File: src/rtl/ps_reg_sequencer.sv
// ps_reg_sequencer
//   Controller for a NBITS_DATA-wide parallel/serial shift register
//   (SEL=1 shifts Din_serie in at the MSB, SEL=0 loads Din every clock).
//   It arbitrates between a parallel-load requester and a serial bit stream,
//   assembles or loads one word in the register, then presents it on a
//   valid/ready output. The register has no enable, so Din/SEL are driven in
//   every cycle; when nothing else is happening Din=reg_q so it holds.
//
// Ports
//   clk, reset                   rising-edge clock, async active-high reset
//   load_valid/load_data/load_ready   parallel load request channel
//   ser_valid/ser_bit/ser_ready       serial bit channel (first bit -> reg_q[0])
//   word_valid/word_data/word_ready   assembled word output (word_data = reg_q)
//   reg_q                        register Dout feedback
//   reg_din/reg_sel/reg_sin      register Din / SEL / Din_serie
//   busy                         high whenever the FSM is not idle
//   abort                        one-cycle pulse on a serial timeout
//
// Configuration
//   SHIFT_TIMEOUT_EN  when defined, a partially assembled serial word is
//                     discarded (register cleared, abort pulsed) after
//                     TIMEOUT_CYC consecutive SHIFT cycles without ser_valid.
//                     When undefined, SHIFT waits indefinitely and abort=0.

module ps_reg_sequencer #(
    parameter int NBITS_DATA  = 4,
    parameter int TIMEOUT_CYC = 8
) (
    input  logic                  clk,
    input  logic                  reset,
    input  logic                  load_valid,
    input  logic [NBITS_DATA-1:0] load_data,
    output logic                  load_ready,
    input  logic                  ser_valid,
    input  logic                  ser_bit,
    output logic                  ser_ready,
    output logic                  word_valid,
    output logic [NBITS_DATA-1:0] word_data,
    input  logic                  word_ready,
    input  logic [NBITS_DATA-1:0] reg_q,
    output logic [NBITS_DATA-1:0] reg_din,
    output logic                  reg_sel,
    output logic                  reg_sin,
    output logic                  busy,
    output logic                  abort
);

    localparam int CW = (NBITS_DATA > 1) ? $clog2(NBITS_DATA) : 1;
    localparam int IW = $clog2(TIMEOUT_CYC + 1);

    if (NBITS_DATA < 1 || TIMEOUT_CYC < 1) begin : g_bad_param
        $error("ps_reg_sequencer: NBITS_DATA and TIMEOUT_CYC must be >= 1");
    end

    typedef enum logic [1:0] {
        IDLE    = 2'd0,
        SHIFT   = 2'd1,
        PRESENT = 2'd2
    } state_t;

    state_t          r_state;
    logic [CW-1:0]   r_count;

    logic            w_idle;
    logic            w_load_acc;
    logic            w_ser_acc;
    logic            w_last_bit;
    logic            w_timeout;

    assign w_idle     = (r_state == IDLE);

    // Handshakes are qualified by ~reset so nothing is accepted while the
    // register is being cleared. Load has fixed priority over serial in IDLE.
    assign w_load_acc = ~reset & w_idle & load_valid;
    assign w_ser_acc  = ~reset & ser_valid &
                        ((w_idle & ~load_valid) | (r_state == SHIFT));

    // r_count is 0 in IDLE, so with NBITS_DATA==1 the very first bit is
    // also the last one and goes straight to PRESENT.
    assign w_last_bit = (r_count == CW'(NBITS_DATA - 1));

`ifdef SHIFT_TIMEOUT_EN
    logic [IW-1:0] r_idle;

    // Fires in the TIMEOUT_CYC-th consecutive SHIFT cycle without a bit.
    assign w_timeout = ~reset & (r_state == SHIFT) & ~ser_valid &
                       (r_idle == IW'(TIMEOUT_CYC - 1));

    always_ff @(posedge clk or posedge reset) begin
        if (reset) begin
            r_idle <= '0;
        end else if (r_state != SHIFT || ser_valid || w_timeout) begin
            r_idle <= '0;
        end else begin
            r_idle <= r_idle + IW'(1);
        end
    end
`else
    assign w_timeout = 1'b0;
`endif

    // State and bit counter. Handshake and register-control outputs are
    // combinational because the register must see Din/SEL in the same cycle
    // that the request is accepted.
    always_ff @(posedge clk or posedge reset) begin
        if (reset) begin
            r_state <= IDLE;
            r_count <= '0;
        end else begin
            unique case (r_state)
                IDLE: begin
                    if (w_load_acc) begin
                        r_state <= PRESENT;
                    end else if (w_ser_acc) begin
                        if (w_last_bit) begin
                            r_state <= PRESENT;
                            r_count <= '0;
                        end else begin
                            r_state <= SHIFT;
                            r_count <= r_count + CW'(1);
                        end
                    end
                end
                SHIFT: begin
                    if (w_timeout) begin
                        r_state <= IDLE;
                        r_count <= '0;
                    end else if (w_ser_acc) begin
                        if (w_last_bit) begin
                            r_state <= PRESENT;
                            r_count <= '0;
                        end else begin
                            r_count <= r_count + CW'(1);
                        end
                    end
                end
                PRESENT: begin
                    if (word_ready) begin
                        r_state <= IDLE;
                    end
                end
                default: begin
                    r_state <= IDLE;
                    r_count <= '0;
                end
            endcase
        end
    end

    // Register control: hold by default (Din = Dout, SEL = 0).
    always_comb begin
        reg_din = reg_q;
        reg_sel = 1'b0;
        reg_sin = ser_bit;
        if (w_timeout) begin
            reg_din = '0;
        end else if (w_load_acc) begin
            reg_din = load_data;
        end else if (w_ser_acc) begin
            reg_sel = 1'b1;
        end
    end

    assign load_ready = ~reset & w_idle;
    assign ser_ready  = ~reset & ((w_idle & ~load_valid) | (r_state == SHIFT));
    assign word_valid = ~reset & (r_state == PRESENT);
    assign busy       = ~reset & ~w_idle;
    assign abort      = w_timeout;
    assign word_data  = reg_q;

endmodule

File: config.mk
export PLATFORM = sky130hd
export DESIGN_NAME = ps_reg_sequencer
export DESIGN_NICKNAME = d
export VERILOG_FILES = /design/src/rtl/ps_reg_sequencer.sv
export SDC_FILE = /design/constraint.sdc
export NUM_CORES = 1
export LEC_CHECK = 0
export BUFFER_PORTS_ARGS = -buffer_cell sky130_fd_sc_hd__buf_2
export CORE_AREA = 2 2 39 41
export CTS_CLUSTER_SIZE = 40
export DETAILED_ROUTE_END_ITERATION = 12
export DIE_AREA = 0 0 41 43
export HOLD_SLACK_MARGIN = 0.06
export PLACE_DENSITY = 0.66
export SKIP_CTS_REPAIR_TIMING = 1
export SLEW_MARGIN = 20
export SYNTH_ARGS = -nofsm -noshare
export SYNTH_HDL_FRONTEND = slang
export SYNTH_SLANG_ARGS = --single-unit
File: constraint.sdc
create_clock -name clk -period 3.7 [get_ports clk]
set_clock_uncertainty 0.2 [all_clocks]
set_input_delay 0.37 -clock clk [delete_from_list [all_inputs] [get_ports clk]]
set_output_delay 0.37 -clock clk [all_outputs]
set_load 0.02 [all_outputs]
==> impl_metrics.py <==
metrics = {
    "clocking": {
        "htree_num_levels": 1,
        "clock_path_buffers": 2,
        "cts.sinks": 4,
        "clk-insertion-delay-late_ns": 0.23,
        "cts_buffers": 3,
        "clockRootBuffer": "clkbuf_4",
        "clk_pin_slew_worst_paths_ns": 0.04,
        "cts_tree": "yes",
    },
    "layout": {
        "fin_area_um2": 522,
        "drive_gt1_share_pct": 52.2,
        "area_growth_pct": 30.3,
        "diodes": 0,
        "nets": 84,
    },
    "worst_setup_path": {
        "cp_data_arrival_time_ns": 1.87,
        "cp_num_buf_inv": 4,
        "slowest_stage": "dlygate4sd3_1",
        "path_max_fanout": 7,
        "path_class": "input pin to output port",
        "max_stage_delay_ns": 0.53,
        "cp.required_ns": 3.13,
        "critPathLaunchType": "input pin",
        "crit_chain": "dlygate4sd3_1 > buf_2 > inv_2 > and3_4 > mux2_4 > buf_2",
        "cp_common_cell": "buf_2",
        "endpoint_kind": "output port",
        "critPathTopFamily": "buffers and inverters",
    },
    "flow_run": {
        "cap_violations": 0,
    },
    "pwr": {
        "power.density_nw_per_um2": 570,
        "leakage_nw": 0.286,
        "ir_drop_v": 0.000190,
        "finalPower_mw": 0.297,
    },
    "detailed_routing": {
        "ant_nets": 0,
        "routed_via_density": 4.55,
        "firstDrtPassIters": 4,
        "totalWireLength_um": 904,
        "route.detailed.drc": 0,
        "drt_iter0_drc": 9,
        "num_vias": 378,
        "wl_per_cell_um": 10.9,
    },
    "sta": {
        "tns_ns": 0,
        "whs_ns": 0.199,
        "rsz0062_at_grt": "no",
        "finalMaxSlewViolations": 0,
        "finalSetupViolCount": 0,
        "post-route-period-util_pct": 66.1,
        "max_freq_ghz": 0.409,
        "period_needed_ns": 2.44,
        "setup_ws_ns": 1.26,
        "finalHoldViolCount": 0,
    },
    "placement": {
        "gp_congestion": 0.779,
        "hpwlAfterDp_um": 735,
        "postPlaceCellArea_um2": 489,
        "port-buffer-count": 25,
        "pre_cts_ws_ns": 1.79,
    },
    "floorplan": {
        "ioPinCount": 29,
        "placementRows": 14,
        "core_um2": 1380,
        "die_h_um": 43,
        "die_w_um": 41,
        "start_util_pct": 28.9,
        "dieArea_um2": 1760,
    },
    "synth": {
        "ys_ff_latch": 4,
        "ys_top_cells_by_area": "dfrtp_1 (25%), mux2_4 (15%), buf_4 (11%)",
        "synth_cell_types": 27,
        "syn_area_per_cell_um2": 8.90,
        "synth_top_area_cell": "dfrtp_1",
        "synth-seq-area-share_pct": 25.0,
        "syn-cell-area_um2": 400,
        "synth_top_cell_area_share_pct": 25.0,
        "syn_nets": 60,
        "yosys_warnings": 0,
        "syn_inst": 45,
    },
    "grt": {
        "grt_antenna_before_repair": 0,
        "globalRouteOverflowTotal": 0,
        "grt_util_all_layers_pct": 11.4,
        "grt_pass1_vias": 322,
        "grt_pass1_wl_mm": 1.29,
        "grt_max_degree": 10,
    },
    "run_status": {
        "status": "finished clean",
    },
    "worst_hold_path": {
        "hp-class": "input pin to flip-flop",
    },
}
## state kept, by name (all words and copies together) (netlist names)
register,cells
r_count,2
r_state,2
## worst register-to-register path: cells and delay by family (launching register included)
kind / cells / cell delay, ns
AO/OA/AOI/OAI: 1 / 0.31
flip-flops: 1 / 0.47
AND/OR/NAND/NOR: 2 / 0.35
## cells by family (layout without fill, tap and decap cells)
family                     after synthesis  after routing  share of synthesized area, %
adders and majority gates                1              1                          3.12
other                                    1              1                         0.937
AOI/OAI and AO/OA                        6              6                          10.6
and+or+nand+nor                         19             19                          28.4
muxes                                    4              4                          15.0
DFF                                      4              4                          25.0
buffers and inverters                   10             32                          16.9
## cells in the mapped netlist
cell type / n
or2_1: 1
nand2_1: 1
a221o_1: 1
buf_6: 1
nand2b_1: 3
inv_2: 1
nor2_2: 1
conb_1: 1
a31oi_1: 1
and4_1: 1
inv_1: 2
nand4_1: 1
nor3b_1: 1
o211ai_1: 1
nor2b_1: 2
dfrtp_1: 4
mux2_4: 4
nand3_1: 1
buf_4: 6
a21oi_1: 1
and2b_1: 1
o21ai_1: 1
ha_1: 1
a311oi_1: 1
nor2_1: 4
and3_4: 1
nor3_1: 1
## layout make-up
| type | count | area [um2] |
|---|---|---|
| fillers | 150 | 862 |
| repair buffers | 26 | 135 |
| multi-input cells | 31 | 233 |
| inverters | 3 | 11.3 |
| clock buffers | 3 | 22.5 |
| flip-flops and latches | 4 | 100 |
| well taps | 16 | 20.0 |
## power by group
group / internal [mW] / switching (mW)
registers: 0.0618 / 0.0282
clock network: 0.0362 / 0.0174
logic: 0.0723 / 0.0815
## cell usage in the layout, fill, tap and decap left out
cell type      netlist  routed
a31oi_1              1       1
dfrtp_1              4       4
o21ai_1              1       1
ha_1                 1       1
a221o_1              1       1
nor3_1               1       1
clkbuf_4             0       3
a311oi_1             1       1
nor2b_1              2       2
and2b_1              1       1
mux2_4               4       4
dlygate4sd3_1        0       1
and4_1               1       1
nor3b_1              1       1
inv_2                1       1
nand3_1              1       1
conb_1               1       1
o211ai_1             1       1
nor2_1               4       4
nand4_1              1       1
a21oi_1              1       1
nand2_1              1       1
inv_1                2       2
nand2b_1             3       3
and3_4               1       1
nor2_2               1       1
buf_2                0      25
or2_1                1       1
## per-stage QoR
step | cells | utilization (%)
floorplan | 45 | -
global placement | 79 | 35.4
detailed placement | 79 | 35.4
CTS | 82 | 37.0
global route | 83 | 37.7
finish | 83 | 37.7
## per-layer routing
layer	global-route usage (%)	part of all wire [%]	vias up
met1	15.0	48	155
met3	4.71	14	2
met5	0	0	-
li1	-	-	192
met4	8.00	0.77	0
met2	14.4	37	29
## worst paths after layout
check	end	slack, ns	cells after the start	from
setup / recovery	reg_din[2]	1.26	6	reset
max in group asynchronous	r_state[1]	2.77	3	reset
hold reg to reg	r_count[1]	0.37	1	r_count[1]
setup reg to reg	r_count[1]	2.25	3	r_state[1]
min in group asynchronous	r_count[1]	0.40	3	reset
hold / removal	r_state[1]	0.20	3	word_ready
Power figures use the tool's default switching activity.
